===== src/rtl/fib_pkg.sv =====
// Shared definitions for the Fibonacci index decoder.
//   state_e    : controller states (IDLE, UP, DOWN)
//   IDX_W      : width of the Fibonacci index outputs
//   MAX_IDX_32 : largest index whose F(n) fits in 32 bits
//   F47_32     : F(47), the largest Fibonacci number below 2^32
package fib_pkg;

    typedef enum logic [1:0] {
        IDLE,
        UP,
        DOWN
    } state_e;

    localparam int unsigned IDX_W      = 7;
    localparam int unsigned MAX_IDX_32 = 47;
    localparam logic [31:0] F47_32     = 32'd2971215073;

endpackage


===== src/rtl/fib_index_if.sv =====
// Request/result bundle for fib_index.
//   start, v                 : request (master drives)
//   done, n, fibn, exact     : status and results (slave drives)
//   zeck                     : Zeckendorf mask, only when FIB_INDEX_ZECK_EN is defined
interface fib_index_if
    import fib_pkg::*;
#(
    parameter int unsigned W  = 32,
    parameter int unsigned ZW = 48
);
    logic             start;
    logic [W-1:0]     v;
    logic             done;
    logic [IDX_W-1:0] n;
    logic [W-1:0]     fibn;
    logic             exact;
`ifdef FIB_INDEX_ZECK_EN
    logic [ZW-1:0]    zeck;
`endif

    modport master (
`ifdef FIB_INDEX_ZECK_EN
        input  zeck,
`endif
        output start, v,
        input  done, n, fibn, exact
    );

    modport slave (
`ifdef FIB_INDEX_ZECK_EN
        output zeck,
`endif
        input  start, v,
        output done, n, fibn, exact
    );

endinterface


===== src/rtl/fib_step.sv =====
// Combinational Fibonacci pair step.
//   a, b        : current pair (F(k), F(k+1))
//   sum, carry  : forward step b' = a + b, carry out of bit W-1
//   diff        : reverse step a' = b - a (only with FIB_INDEX_ZECK_EN)
// The forward a' = b and reverse b' = a are plain wires in the caller.
module fib_step #(
    parameter int unsigned W = 32
) (
    input  logic [W-1:0] a,
    input  logic [W-1:0] b,
`ifdef FIB_INDEX_ZECK_EN
    output logic [W-1:0] diff,
`endif
    output logic [W-1:0] sum,
    output logic         carry
);

    assign {carry, sum} = {1'b0, a} + {1'b0, b};

`ifdef FIB_INDEX_ZECK_EN
    // Modular subtraction recovers F(k-1) even if b wrapped during the climb.
    assign diff = b - a;
`endif

endmodule


===== src/rtl/fib_index.sv =====
// Fibonacci index decoder: finds the largest n with F(n) <= v.
//   clk, rst : clock, synchronous active-high reset
//   bus      : fib_index_if slave (start/v in; done/n/fibn/exact out)
// Optional macro FIB_INDEX_ZECK_EN adds the DOWN phase that builds the
// Zeckendorf mask on bus.zeck by greedy subtraction.
module fib_index
    import fib_pkg::*;
#(
    parameter int unsigned W  = 32,
    parameter int unsigned ZW = 48
) (
    input  logic        clk,
    input  logic        rst,
    fib_index_if.slave  bus
);

    state_e           state_q, state_d;
    logic [W-1:0]     v_q, v_d;
    logic [W-1:0]     a_q, a_d;
    logic [W-1:0]     b_q, b_d;
    logic             b_ovf_q, b_ovf_d;  // b exceeded W bits, i.e. b > v
    logic [IDX_W-1:0] k_q, k_d;
    logic [IDX_W-1:0] n_q, n_d;
    logic [W-1:0]     fibn_q, fibn_d;
    logic             exact_q, exact_d;
`ifdef FIB_INDEX_ZECK_EN
    logic [W-1:0]     rem_q, rem_d;
    logic [W-1:0]     rem_nxt;
    logic [ZW-1:0]    zeck_q, zeck_d;
    logic [W-1:0]     diff;
`endif
    logic [W-1:0]     sum;
    logic             carry;

    fib_step #(
        .W (W)
    ) u_step (
        .a     (a_q),
        .b     (b_q),
`ifdef FIB_INDEX_ZECK_EN
        .diff  (diff),
`endif
        .sum   (sum),
        .carry (carry)
    );

    always_comb begin
        state_d = state_q;
        v_d     = v_q;
        a_d     = a_q;
        b_d     = b_q;
        b_ovf_d = b_ovf_q;
        k_d     = k_q;
        n_d     = n_q;
        fibn_d  = fibn_q;
        exact_d = exact_q;
`ifdef FIB_INDEX_ZECK_EN
        rem_d   = rem_q;
        rem_nxt = rem_q;
        zeck_d  = zeck_q;
`endif
        case (state_q)
            IDLE: begin
                if (bus.start) begin
                    v_d     = bus.v;
                    a_d     = '0;
                    b_d     = W'(1);
                    b_ovf_d = 1'b0;
                    k_d     = '0;
                    exact_d = 1'b0;
`ifdef FIB_INDEX_ZECK_EN
                    zeck_d  = '0;
`endif
                    state_d = UP;
                end
            end
            UP: begin
                if (!b_ovf_q && (b_q <= v_q)) begin
                    a_d     = b_q;
                    b_d     = sum;
                    b_ovf_d = carry;
                    k_d     = k_q + IDX_W'(1);
                end else begin
                    n_d     = k_q;
                    fibn_d  = a_q;
                    exact_d = (a_q == v_q);
`ifdef FIB_INDEX_ZECK_EN
                    if (v_q == '0) begin
                        state_d = IDLE;
                    end else begin
                        rem_d   = v_q;
                        state_d = DOWN;
                    end
`else
                    state_d = IDLE;
`endif
                end
            end
`ifdef FIB_INDEX_ZECK_EN
            DOWN: begin
                if ((k_q >= IDX_W'(2)) && (a_q <= rem_q)) begin
                    for (int i = 0; i < ZW; i++) begin
                        if (k_q == IDX_W'(i)) zeck_d[i] = 1'b1;
                    end
                    rem_nxt = rem_q - a_q;
                end
                rem_d   = rem_nxt;
                a_d     = diff;
                b_d     = a_q;
                b_ovf_d = 1'b0;
                k_d     = k_q - IDX_W'(1);
                // Done once nothing remains or the step just taken used k=2.
                if ((rem_nxt == '0) || (k_q < IDX_W'(3))) state_d = IDLE;
            end
`endif
            default: state_d = IDLE;
        endcase
    end

    always_ff @(posedge clk) begin
        if (rst) begin
            state_q <= IDLE;
            v_q     <= '0;
            a_q     <= '0;
            b_q     <= '0;
            b_ovf_q <= 1'b0;
            k_q     <= '0;
            n_q     <= '0;
            fibn_q  <= '0;
            exact_q <= 1'b0;
`ifdef FIB_INDEX_ZECK_EN
            rem_q   <= '0;
            zeck_q  <= '0;
`endif
        end else begin
            state_q <= state_d;
            v_q     <= v_d;
            a_q     <= a_d;
            b_q     <= b_d;
            b_ovf_q <= b_ovf_d;
            k_q     <= k_d;
            n_q     <= n_d;
            fibn_q  <= fibn_d;
            exact_q <= exact_d;
`ifdef FIB_INDEX_ZECK_EN
            rem_q   <= rem_d;
            zeck_q  <= zeck_d;
`endif
        end
    end

    assign bus.done  = (state_q == IDLE);
    assign bus.n     = n_q;
    assign bus.fibn  = fibn_q;
    assign bus.exact = exact_q;
`ifdef FIB_INDEX_ZECK_EN
    assign bus.zeck  = zeck_q;
`endif

endmodule

===== src/flat_wrapper.sv =====
// flat-port wrapper written by rule: the top's interface ports become plain ports
module fib_index_flat import fib_pkg::*;
#(
    parameter int unsigned W  = 32,
    parameter int unsigned ZW = 48
)
  (clk, rst, bus_start, bus_v, bus_done, bus_n, bus_fibn, bus_exact);
  fib_index_if #(.W(W), .ZW(ZW)) bus_i ();
  input  logic clk;
  input  logic rst;
  input wire logic [$bits(bus_i.start)-1:0] bus_start;
  input wire logic [$bits(bus_i.v)-1:0] bus_v;
  output wire logic [$bits(bus_i.done)-1:0] bus_done;
  output wire logic [$bits(bus_i.n)-1:0] bus_n;
  output wire logic [$bits(bus_i.fibn)-1:0] bus_fibn;
  output wire logic [$bits(bus_i.exact)-1:0] bus_exact;
  assign bus_i.start = bus_start;
  assign bus_i.v = bus_v;
  assign bus_done = bus_i.done;
  assign bus_n = bus_i.n;
  assign bus_fibn = bus_i.fibn;
  assign bus_exact = bus_i.exact;
  fib_index #(.W(W), .ZW(ZW)) u_core (.clk(clk), .rst(rst), .bus(bus_i));
endmodule

===== config.mk =====
export PLATFORM = sky130hd
export DESIGN_NAME = fib_index_flat
export DESIGN_NICKNAME = d
export VERILOG_FILES = /design/src/rtl/fib_pkg.sv /design/src/rtl/fib_index_if.sv /design/src/rtl/fib_step.sv /design/src/rtl/fib_index.sv /design/src/flat_wrapper.sv
export SDC_FILE = /design/constraint.sdc
export NUM_CORES = 1
export LEC_CHECK = 0
export CORE_ASPECT_RATIO = 1.4
export CORE_UTILIZATION = 55
export CTS_BUF_LIST = sky130_fd_sc_hd__clkbuf_8
export DETAILED_ROUTE_END_ITERATION = 16
export HOLD_SLACK_MARGIN = 0.15
export PLACE_DENSITY = 0.77
export SLEW_MARGIN = 30
export SYNTH_ARGS = -nofsm -noshare
export SYNTH_HDL_FRONTEND = slang
export SYNTH_SLANG_ARGS = --single-unit

===== constraint.sdc =====
create_clock -name clk -period 3.31 [get_ports clk]
set_input_delay 0.331 -clock clk [delete_from_list [all_inputs] [get_ports clk]]
set_output_delay 0.331 -clock clk [all_outputs]
set_load 0.02 [all_outputs]

# Word level (Yosys, flattened, before mapping)
# Cells that the tools add are included.
[word_totals]
rom_bits = 0
elab_cells = 44
in_bits = 35
latchBits = 0
mem_bits_rw = 0
register_bits = 146
out_inout_bits = 41
n_memories = 0
[op_classes]
multipliers = 0
mux = 17
n_bitwise = 1
add_sub_neg = 2
div_mod_pow = 0
n_eq_ne = 5
order_cmp = 1
reduce_logical = 9
shift = 0
[ops]
columns = ["operator", "n"]
rows = [
  ["32-bit 2-to-1 mux", 4],
  ["32-bit case mux with 2 select lines", 2],
  ["32-bit by 32-bit adder with 33-bit output", 1],
  ["32-bit equality test", 1],
  ["32-bit less-or-equal comparator", 1],
  ["7-bit 2-to-1 mux", 2],
  ["7-bit case mux with 2 select lines", 1],
  ["7-bit by 1-bit adder with 7-bit output (second input constant)", 1],
  ["2-bit AND reduction", 3],
  ["3-bit AND reduction", 2],
  ["2-bit 2-to-1 mux", 2],
  ["2-bit inequality test (second input constant)", 2],
  ["1-bit case mux with 2 select lines", 2],
  ["2-bit case mux with 2 select lines", 1],
  ["1-bit 2-to-1 mux", 3],
  ["2-bit by 1-bit equality test with 1-bit output (second input constant)", 1],
  ["2-bit logical NOT", 1],
  ["2-bit by 1-bit inequality test with 1-bit output (second input constant)", 1],
  ["2-bit nonzero test", 1],
  ["1-bit logical AND", 1],
  ["1-bit logical NOT", 1],
  ["1-bit inverter", 1],
]

# Depth between registers and ports, before layout
# Gate-level depths: netlist of the first run.
[depth]
depth_word = 4
depth_mapped = 11
ltp_nobuf = 10

# Modules after synthesis
# From an unflattened synthesis of the first run, not the netlist that was laid out.
[unflattened]
hier_cells = 1118
area_unflattened_um2 = 9222.6
[by_module_without_submodules]
columns = ["mod", "seq_area_each_um2", "cells_per_inst", "n_inst", "area_per_inst_um2"]
rows = [
  ["fib_index", 2902.8, 844, 1, 7320.8],
  ["fib_step", 0.0, 274, 1, 1901.8],
]

# Worst setup path after synthesis of the first run
# Ideal clock, no wire load.
[synth_timing]
path_kind = "register to register"
startpoint = "reg u_core.a_q[0]"
endpoint = "reg u_core.b_ovf_q"
path_stages_with_launch = 11
required_ns = 3.185
setup_ns = 0.125
period_less_slack_ns = 2.621
setup_slack_ns = 0.689
path_buffers = 0
arrival_ns = 2.496
path_cell_list = "dfxtp_1 ha_1 fa_1 a211o_1 a21oi_1 nor2_1 a22oi_1 a21o_1 o31a_1 o21ai_0 o41a_1"
[synth_between]
elab_chain_len = 3
[synth_rtl]
columns = ["element", "line_no", "rtl"]
rows = [
  ["from (decl)", "fib_index.sv:19", "logic [W-1:0] a_q, a_d;"],
  ["from (signal assigned)", "fib_index.sv:124", "a_q <= '0;"],
  ["from (signal assigned)", "fib_index.sv:138", "a_q <= a_d;"],
  ["32-bit by 32-bit adder with 33-bit output", "fib_step.sv:18", "assign {carry, sum} = {1'b0, a} + {1'b0, b};"],
  ["1-bit 2-to-1 mux", "fib_index.sv:78", "if (!b_ovf_q && (b_q <= v_q)) begin"],
  ["1-bit case mux with 2 select lines", "fib_index.sv:62", "case (state_q)"],
  ["to (signal assigned)", "fib_index.sv:140", "b_ovf_q <= b_ovf_d;"],
  ["to (decl)", "fib_index.sv:21", "logic b_ovf_q, b_ovf_d;"],
]
# Every way passes these cells. The select of a mux whose other input is x is not followed.
# A chain may end at the register's enable or synchronous reset.

# Worst setup path after layout of the first run
[layout_timing]
startpoint = "reg u_core.a_q[2]"
endpoint = "reg u_core.b_q[31]"
[layout_between]
elab_chain_len = 3
[layout_rtl]
columns = ["element", "line_no", "rtl"]
rows = [
  ["32-bit by 32-bit adder with 33-bit output", "fib_step.sv:18", ""],
  ["32-bit 2-to-1 mux", "fib_index.sv:78", ""],
  ["32-bit case mux with 2 select lines", "fib_index.sv:62", ""],
  ["to (signal assigned)", "fib_index.sv:125", "b_q <= '0;"],
  ["to (signal assigned)", "fib_index.sv:139", "b_q <= b_d;"],
  ["to (decl)", "fib_index.sv:20", "logic [W-1:0] b_q, b_d;"],
]
# Every way passes these cells. The select of a mux whose other input is x is not followed.

==> impl_table.tex, run 1 <==
\begin{tabular}{lr}
\hline
Metric & Value \\
\hline
\multicolumn{2}{l}{\textbf{Critical path}} \\
Most frequent CP cell & o21ai\_0 \\
Worst path buffer plus inverter count & 1 \\
Crit path largest cell delay & between 0.6 and 0.7 ns \\
Worst setup EP type & flop \\
Endpoint of the worst-slack reg-to-reg timing path & u\_core.b\_q[31] \\
Maximum net fanout on the critical path & 5 \\
Beginning of the worst register-to-register path & u\_core.a\_q[2] \\
Worst Setup Path Type & flop to flop \\
Category of cells accounting for the largest share of critical-path delay & compound AO/OA/AOI/OAI gates \\
Cell with the largest stage delay on the worst path & o311ai\_0 \\
Series of cell instances along the critical path & ha\_1 -> o21ai\_0 -> nor2\_1 -> o22ai\_1 -> buf\_4 -> o211ai\_1 -> a31oi\_1 -> o311ai\_0 -> xnor2\_1 -> o21ai\_0 \\
Data required time of the critical path & about 3.7 ns \\
Startpoint types & flop \\
Setup slack of the most critical reg-to-reg path & around 0.23 ns \\
Worst reg-to-reg path cell count & 10 \\
Arr. time, crit path & between 3 and 4 ns \\
\multicolumn{2}{l}{\textbf{Logic synthesis}} \\
Flip-flop and latch count after synthesis & 145 \\
Synth cell types & just under 60 \\
EDFF count, synth & 0 \\
Netlist area before placement & roughly 0.0080 mm\^{}2 \\
Most frequent cells after synthesis & 155 x nand2\_1, 145 x dfxtp\_1, 125 x a21oi\_1 \\
Count of synthesis-stage warnings from yosys & 0 \\
Syn Area/Cell & a little over 8 um\^{}2 \\
Top\_reg\_cell synth & dfxtp\_1 \\
Share of the yosys chip area belonging to registers & 0.3618 \\
Synthesized netlist cell count & roughly 990 \\
Most numerous cell in the Yosys netlist & nand2\_1 \\
Proportion of register bits with asynchronous set or reset after synthesis & 0 \\
Top cell type by total area after synthesis & dfxtp\_1 \\
Area share of the largest cell type after synthesis & 0.3618 \\
Number of nets in the synthesized netlist & $\sim$1100 \\
Biggest area contributors in the synthesized netlist & dfxtp\_1 36\%, ha\_1 10\%, a21oi\_1 7.8\%, nand2\_1 7.3\%, mux2i\_1 4.9\% \\
\multicolumn{2}{l}{\textbf{Routing}} \\
Detailed-route wire length per cell & about 17 um \\
Per-cell via count in the routed design & slightly below 6 \\
Number of remaining DRC errors & 0 \\
Total Routed Length & roughly 21000 um \\
Routed via count & $\sim$7300 \\
First-pass DRT Iterations & 5 \\
Post-detailed-route count of antenna-violating nets & 0 \\
Initial DRC count & 379 \\
\multicolumn{2}{l}{\textbf{Clock tree}} \\
Number of buffers added by the clock tree synthesis step & 17 \\
Hold buffer count at cts & 0 \\
H-tree depth & 4 \\
TritonCTS clock tree & built \\
CTS root buffer & clkbuf\_8 \\
Clock transition at the registers of the reported paths & about 0.08 ns \\
Number of sinks driven by the clock tree & 145 \\
Clock Path Buffers & 2 \\
Worst-Skew Late Latency & approximately 0.48 ns \\
\multicolumn{2}{l}{\textbf{Floorplan}} \\
\# IOs & 76 \\
Floorplan core area & about 0.014 mm\^{}2 \\
Floorplan row count & roughly 50 \\
Initial Util & 0.5690 \\
Horizontal die dimension & roughly 100 um \\
Total die area & 0.01508 mm\^{}2 \\
Die height & 144.9 um \\
\multicolumn{2}{l}{\textbf{Global route}} \\
Global route total overflow & 0 \\
First-pass GRT wire length & $\sim$35000 um \\
Largest net degree at the start of global routing & 70 \\
Global Route Usage Sum & 0.2940 \\
Number of global-route vias before repair & a little under 7000 \\
Initial antenna violation count & 0 \\
\multicolumn{2}{l}{\textbf{STA}} \\
Setup repair after global routing missed its margin & no \\
Fin crit period & 3.083 ns \\
Least-Margin Pin Slew & between 0.7 and 0.8 ns \\
Number of hold violations in the final report & 0 \\
Slew Limit Fails & 0 \\
Final number of setup-violating endpoints & 0 \\
Layout Skew & 0.01298 ns \\
Worst relative slew slack & 0.5118 \\
Highest clock rate & 0.3244 GHz \\
Sum Neg Setup Slack & 0 ns \\
Portion of the clock cycle consumed by the worst path in the final layout & 0.9314 \\
\multicolumn{2}{l}{\textbf{Worst hold path}} \\
Beginning of the worst hold path & rst \\
Worst min path class & primary input to flop \\
Number of stages on the worst hold path & 2 \\
Endpoint, Worst Hold & u\_core.bus.fibn[27] \\
\multicolumn{2}{l}{\textbf{Cells and area}} \\
ANT cells & 0 \\
Register cell area after layout & roughly 0.0029 mm\^{}2 \\
Multi-input logic area & 0.004768 mm\^{}2 \\
Layout cell share with drive strength beyond 1 & 0.06822 \\
Final net count & 1158 \\
Area delta synth->final & 17.40\% \\
Filler cells & $\sim$1200 \\
\multicolumn{2}{l}{\textbf{Run}} \\
MaxCap Viol Count & 0 \\
\multicolumn{2}{l}{\textbf{Power}} \\
Power density over the cells & 373.2 mW/mm\^{}2 \\
Static Leak & 4.104 nW \\
Tot Pwr & 0.003516 W \\
Peak supply drop & $\sim$0.36 mV \\
\multicolumn{2}{l}{\textbf{Placed design}} \\
Number of input and output port buffers inserted & 75 \\
RD Place Congestion & between 0.9 and 1 \\
Detailed-placement wirelength estimate & roughly 16000 um \\
\multicolumn{2}{l}{\textbf{Status}} \\
Result of the run & finished clean \\
\hline
\end{tabular}
[worst max-delay path by stage]
stage                         startpoint  slack, ns                   to  depth (start not counted)
after floorplan            u_core.a_q[0]       0.69       u_core.b_ovf_q                         10
after global placement    u_core.v_q[25]       0.15  u_core.bus.fibn[27]                         11
after detailed placement  u_core.v_q[11]       0.14        u_core.b_q[4]                         10
after CTS                  u_core.v_q[6]       0.10        u_core.b_q[4]                         10
after global routing       u_core.a_q[2]      0.007       u_core.b_q[31]                         10
final                      u_core.a_q[2]       0.23       u_core.b_q[31]                         10
[final cells by class]
cell class | instances | share of cell area
clock buffers | 18 | 0.02630
clock inverters | 14 | 0.01235
well taps | 185 | 0.02457
inverters | 39 | 0.01554
multi-input cells | 750 | 0.5062
repair buffers | 104 | 0.1069
flip-flops and latches | 145 | 0.3081
[sequential cells by signal, summed over array words and instances (netlist names)]
name / count
u_core.bus.exact: 1
u_core.v_q: 32
u_core.b_ovf_q: 1
u_core.bus.fibn: 32
u_core.k_q: 7
u_core.b_q: 32
u_core.a_q: 32
u_core.bus.n: 7
u_core.state_q: 1
[metal layers]
| layer | vias up | track usage | share of wire |
|---|---|---|---|
| li1 | 3603 | - | - |
| met2 | 212 | 0.4960 | 0.49 |
| met3 | 71 | 0.06289 | 0.045 |
| met4 | 0 | 0.1657 | 0.047 |
| met1 | 3450 | 0.3434 | 0.42 |
| met5 | - | 0 | 0 |
[stage by stage]
stage	setup WS (ns)	cells	hold WS [ns]	area (um^2)	utilization
floorplan	0.6886	986	0.4492	8024	-
finish	0.2270	1255	0.3784	9420	0.6680
global route	0.007456	1255	0.3863	9420	0.6680
CTS	0.1049	1253	0.3784	9399	0.6665
global placement	0.1548	1221	0.4585	9035	0.6407
detailed placement	0.1413	1221	0.4748	9035	0.6407
[kinds of logic (layout without fill, tap and decap cells)]
group | after synthesis | after routing | share of synthesized area
mux | 39 | 39 | 0.04865
simple gates | 358 | 358 | 0.2005
flops | 145 | 145 | 0.3618
xor+xnor | 57 | 57 | 0.06222
fa+ha+maj | 66 | 66 | 0.1039
compound gates | 230 | 230 | 0.1767
buf+inv | 91 | 175 | 0.04631
[cell usage in the layout (no fill, tap or decap), types with 10 or more instances in the layout]
cell               n
mux2i_1           39
buf_4             26
nand4_1           14
ha_1              65
clkdlybuf4s50_1   74
dfxtp_1          145
a21oi_1          125
xor2_1            39
nor2_1            67
inv_1             40
nand3_1           70
o21ai_0           25
nor4_1            11
xnor2_1           18
nand2_1          154
clkbuf_8          18
a21o_1            10
[timing repair]
item                                    4_1_cts  5_1_grt
gates resized for setup                       0        1
endpoints found under the setup margin        0       36
setup buffers                                 0        2
[power by group]
group / switching (W) / internal (W)
clock: 0.000724 / 0.000607
combinational: 0.000244 / 0.000138
sequential: 0.0000300 / 0.00177
total: 0.000997 / 0.00252
Note: power is estimated with default switching activity, not from simulation.
==> inputs of run 2 (changes only) <==
CORE_MARGIN = 1   (was default)
CORE_UTILIZATION = 53   (was 55)
PLACE_DENSITY = 0.75   (was 0.77)
==> run 2 against run 1 <==
Against the previous run: sequential power is essentially flat; die area grew 3.7%; sequential share of layout area shrank 0.17 points; non-clock buffer count shrank 6; power grew 5.6%; setup slack lost 0.028 ns; maximum frequency shrank 0.89%; via count shrank 1.2%; worst hold slack lost 0.052 ns; critical path depth grew 2; core utilization shrank 2.1 points; critical path type unchanged.
==> impl_table.tex, run 2 (same netlist as run 1, synthesis figures left out) <==
\begin{tabular}{lr}
\hline
Metric & Value \\
\hline
\multicolumn{2}{l}{\textbf{Cells and area}} \\
ANT cells & 0 (unchanged) \\
Final net count & 1152 (was 1158) \\
Most common library cell in the layout ignoring fill and taps & nand2\_1 (unchanged) \\
Area delta synth->final & 18.06\% (was 17.40\%) \\
Top library cells by usage in the layout, fill and taps aside & 154 x nand2\_1, 145 x dfxtp\_1, 125 x a21oi\_1 (unchanged) \\
Layout cell share with drive strength beyond 1 & 0.05932 (was 0.06822) \\
\multicolumn{2}{l}{\textbf{Worst hold path}} \\
Worst min path class & primary input to flop (unchanged) \\
\multicolumn{2}{l}{\textbf{Clock tree}} \\
Clock transition at the registers of the reported paths & 0.07 ns (was 0.08 ns) \\
Worst-Skew Late Latency & 0.47 ns (was 0.48 ns) \\
Number of buffers added by the clock tree synthesis step & 17 (unchanged) \\
Post-CTS sizing & 0 (unchanged) \\
TritonCTS clock tree & built (unchanged) \\
Number of sinks driven by the clock tree & 145 (unchanged) \\
CTS root buffer & clkbuf\_8 (unchanged) \\
Clock Path Buffers & 2 (unchanged) \\
H-tree depth & 4 (unchanged) \\
\multicolumn{2}{l}{\textbf{STA}} \\
Number of hold violations in the final report & 0 (unchanged) \\
Worst relative slew slack & 0.5004 (was 0.5118) \\
Sum Neg Setup Slack & 0 ns (unchanged) \\
Setup ws final & 0.1994 ns (was 0.2270 ns) \\
Fin crit period & 3.111 ns (was 3.083 ns) \\
Least-Margin Pin Slew & 0.7467 ns (was 0.7323 ns) \\
Final number of setup-violating endpoints & 0 (unchanged) \\
Setup repair after global routing missed its margin & no (unchanged) \\
Slew Limit Fails & 0 (unchanged) \\
Portion of the clock cycle consumed by the worst path in the final layout & 0.9398 (was 0.9314) \\
Layout Skew & 0.01110 ns (was 0.01298 ns) \\
Highest clock rate & 0.3215 GHz (was 0.3244 GHz) \\
\multicolumn{2}{l}{\textbf{Global route}} \\
First-pass GRT wire length & 33960 um (was 34980 um) \\
Global Route Usage Sum & 0.2754 (was 0.2940) \\
Initial antenna violation count & 0 (unchanged) \\
Largest net degree at the start of global routing & 52 (was 70) \\
Number of global-route vias before repair & 6962 (was 6925) \\
Global route total overflow & 0 (unchanged) \\
\multicolumn{2}{l}{\textbf{Critical path}} \\
Arr. time, crit path & 3.50 ns (was 3.45 ns) \\
Maximum net fanout on the critical path & 14 (was 5) \\
Worst Setup Path Type & flop to flop (unchanged) \\
Cell with the largest stage delay on the worst path & and4bb\_2 (was o311ai\_0) \\
Data required time of the critical path & 3.70 ns (was 3.67 ns) \\
Crit path largest cell delay & 0.42 ns (was 0.66 ns) \\
Startpoint types & flop (unchanged) \\
Setup slack of the most critical reg-to-reg path & 0.20 ns (was 0.23 ns) \\
Series of cell instances along the critical path & inv\_1 -> ha\_1 -> nand4\_1 -> and4bb\_2 -> nand2b\_1 -> a31oi\_1 -> a21o\_1 -> o21ai\_4 -> buf\_4 -> buf\_12 -> or3\_1 -> a21boi\_0 (was ha\_1 -> o21ai\_0 -> nor2\_1 -> o22ai\_1 -> buf\_4 -> o211ai\_1 -> a31oi\_1 -> o311ai\_0 -> xnor2\_1 -> o21ai\_0) \\
Worst setup EP type & flop (unchanged) \\
\multicolumn{2}{l}{\textbf{Power}} \\
Static Leak & 4.134 nW (was 4.104 nW) \\
Tot Pwr & 0.003712 W (was 0.003516 W) \\
Power density over the cells & 391.8 mW/mm\^{}2 (was 373.2 mW/mm\^{}2) \\
Peak supply drop & 0.2997 mV (was 0.3551 mV) \\
\multicolumn{2}{l}{\textbf{Routing}} \\
Post-detailed-route count of antenna-violating nets & 0 (unchanged) \\
Number of remaining DRC errors & 0 (unchanged) \\
Per-cell via count in the routed design & 5.795 (was 5.845) \\
Routed via count & 7249 (was 7336) \\
First-pass DRT Iterations & 5 (unchanged) \\
Initial DRC count & 386 (was 379) \\
Detailed-route wire length per cell & 16.43 um (was 17.01 um) \\
Total Routed Length & 20560 um (was 21350 um) \\
\multicolumn{2}{l}{\textbf{Floorplan}} \\
Initial Util & 0.5481 (was 0.5690) \\
Die height & 147.6 um (was 144.9 um) \\
\# IOs & 76 (unchanged) \\
Floorplan row count & 52 (was 51) \\
Horizontal die dimension & 106.0 um (was 104.1 um) \\
Floorplan core area & 0.01464 mm\^{}2 (was 0.01410 mm\^{}2) \\
Total die area & 0.01564 mm\^{}2 (was 0.01508 mm\^{}2) \\
\multicolumn{2}{l}{\textbf{Status}} \\
Result of the run & finished clean (unchanged) \\
\multicolumn{2}{l}{\textbf{Placed design}} \\
RD Place Congestion & 0.9738 (was 0.9201) \\
Number of input and output port buffers inserted & 75 (unchanged) \\
Worst setup timing slack at the placement stage & 0.2444 ns (was 0.1413 ns) \\
Detailed-placement wirelength estimate & 15120 um (was 15680 um) \\
\multicolumn{2}{l}{\textbf{Run}} \\
MaxCap Viol Count & 0 (unchanged) \\
\hline
\end{tabular}
-- run 2: metrics by stage --
step	instance area [um^2]	hold WS, ns	utilization	instances
detailed placement	9017	0.4692	0.6160	1217
CTS	9443	0.3050	0.6450	1247
global placement	9017	0.4595	0.6160	1217
floorplan	8024	0.4492	-	986
finish	9473	0.3265	0.6471	1251
global route	9473	0.3314	0.6471	1251
-- run 2: layout make-up --
cell class                 count  area (um^2)
fill                        1311         5166
multi-input combinational    750         4766
sequential                   145         2903
timing repair buffer          98        996.0
clock buffer                  19        261.5
tap                          189        236.5
clock inverter                11        163.9
inverter                      39        146.4
-- run 2: timing repair --
action | 4_1_cts | 5_1_grt
buffers inserted | 0 | 4
endpoints found under the setup margin | 0 | 1
hold buffers | 0 | 0
-- run 2: critical path, delay by kind of cell, from the launching register on --
family          cells  cell delay [ns]
simple gates        4             1.07
buf+inv             3             0.37
flops               1             0.38
compound gates      4             0.89
fa+ha+maj           1             0.33
-- run 2: report_power, final --
group	switching [W]	internal, W	total (W)
combinational	0.000247	0.000144	0.000391
sequential	0.0000329	0.00177	0.00181
clock	0.000665	0.000849	0.00151
total	0.000944	0.00277	0.00371
-- run 2: final timing paths --
check,start,end,cells after the start
worst min register to register,u_core.bus.exact,u_core.bus.exact,2
worst min-delay path,rst,u_core.bus.fibn[28],2
worst max-delay path,u_core.v_q[30],u_core.bus.exact,12
worst max register to register,u_core.v_q[30],u_core.bus.exact,12
-- run 2: routing by layer --
| layer | up-vias | GRT usage | part of all wire |
|---|---|---|---|
| met4 | 0 | 0.1285 | 0.035 |
| met3 | 49 | 0.06878 | 0.053 |
| met1 | 3421 | 0.3193 | 0.41 |
| li1 | 3584 | - | - |
| met2 | 195 | 0.4735 | 0.50 |
| met5 | - | 0 | 0 |
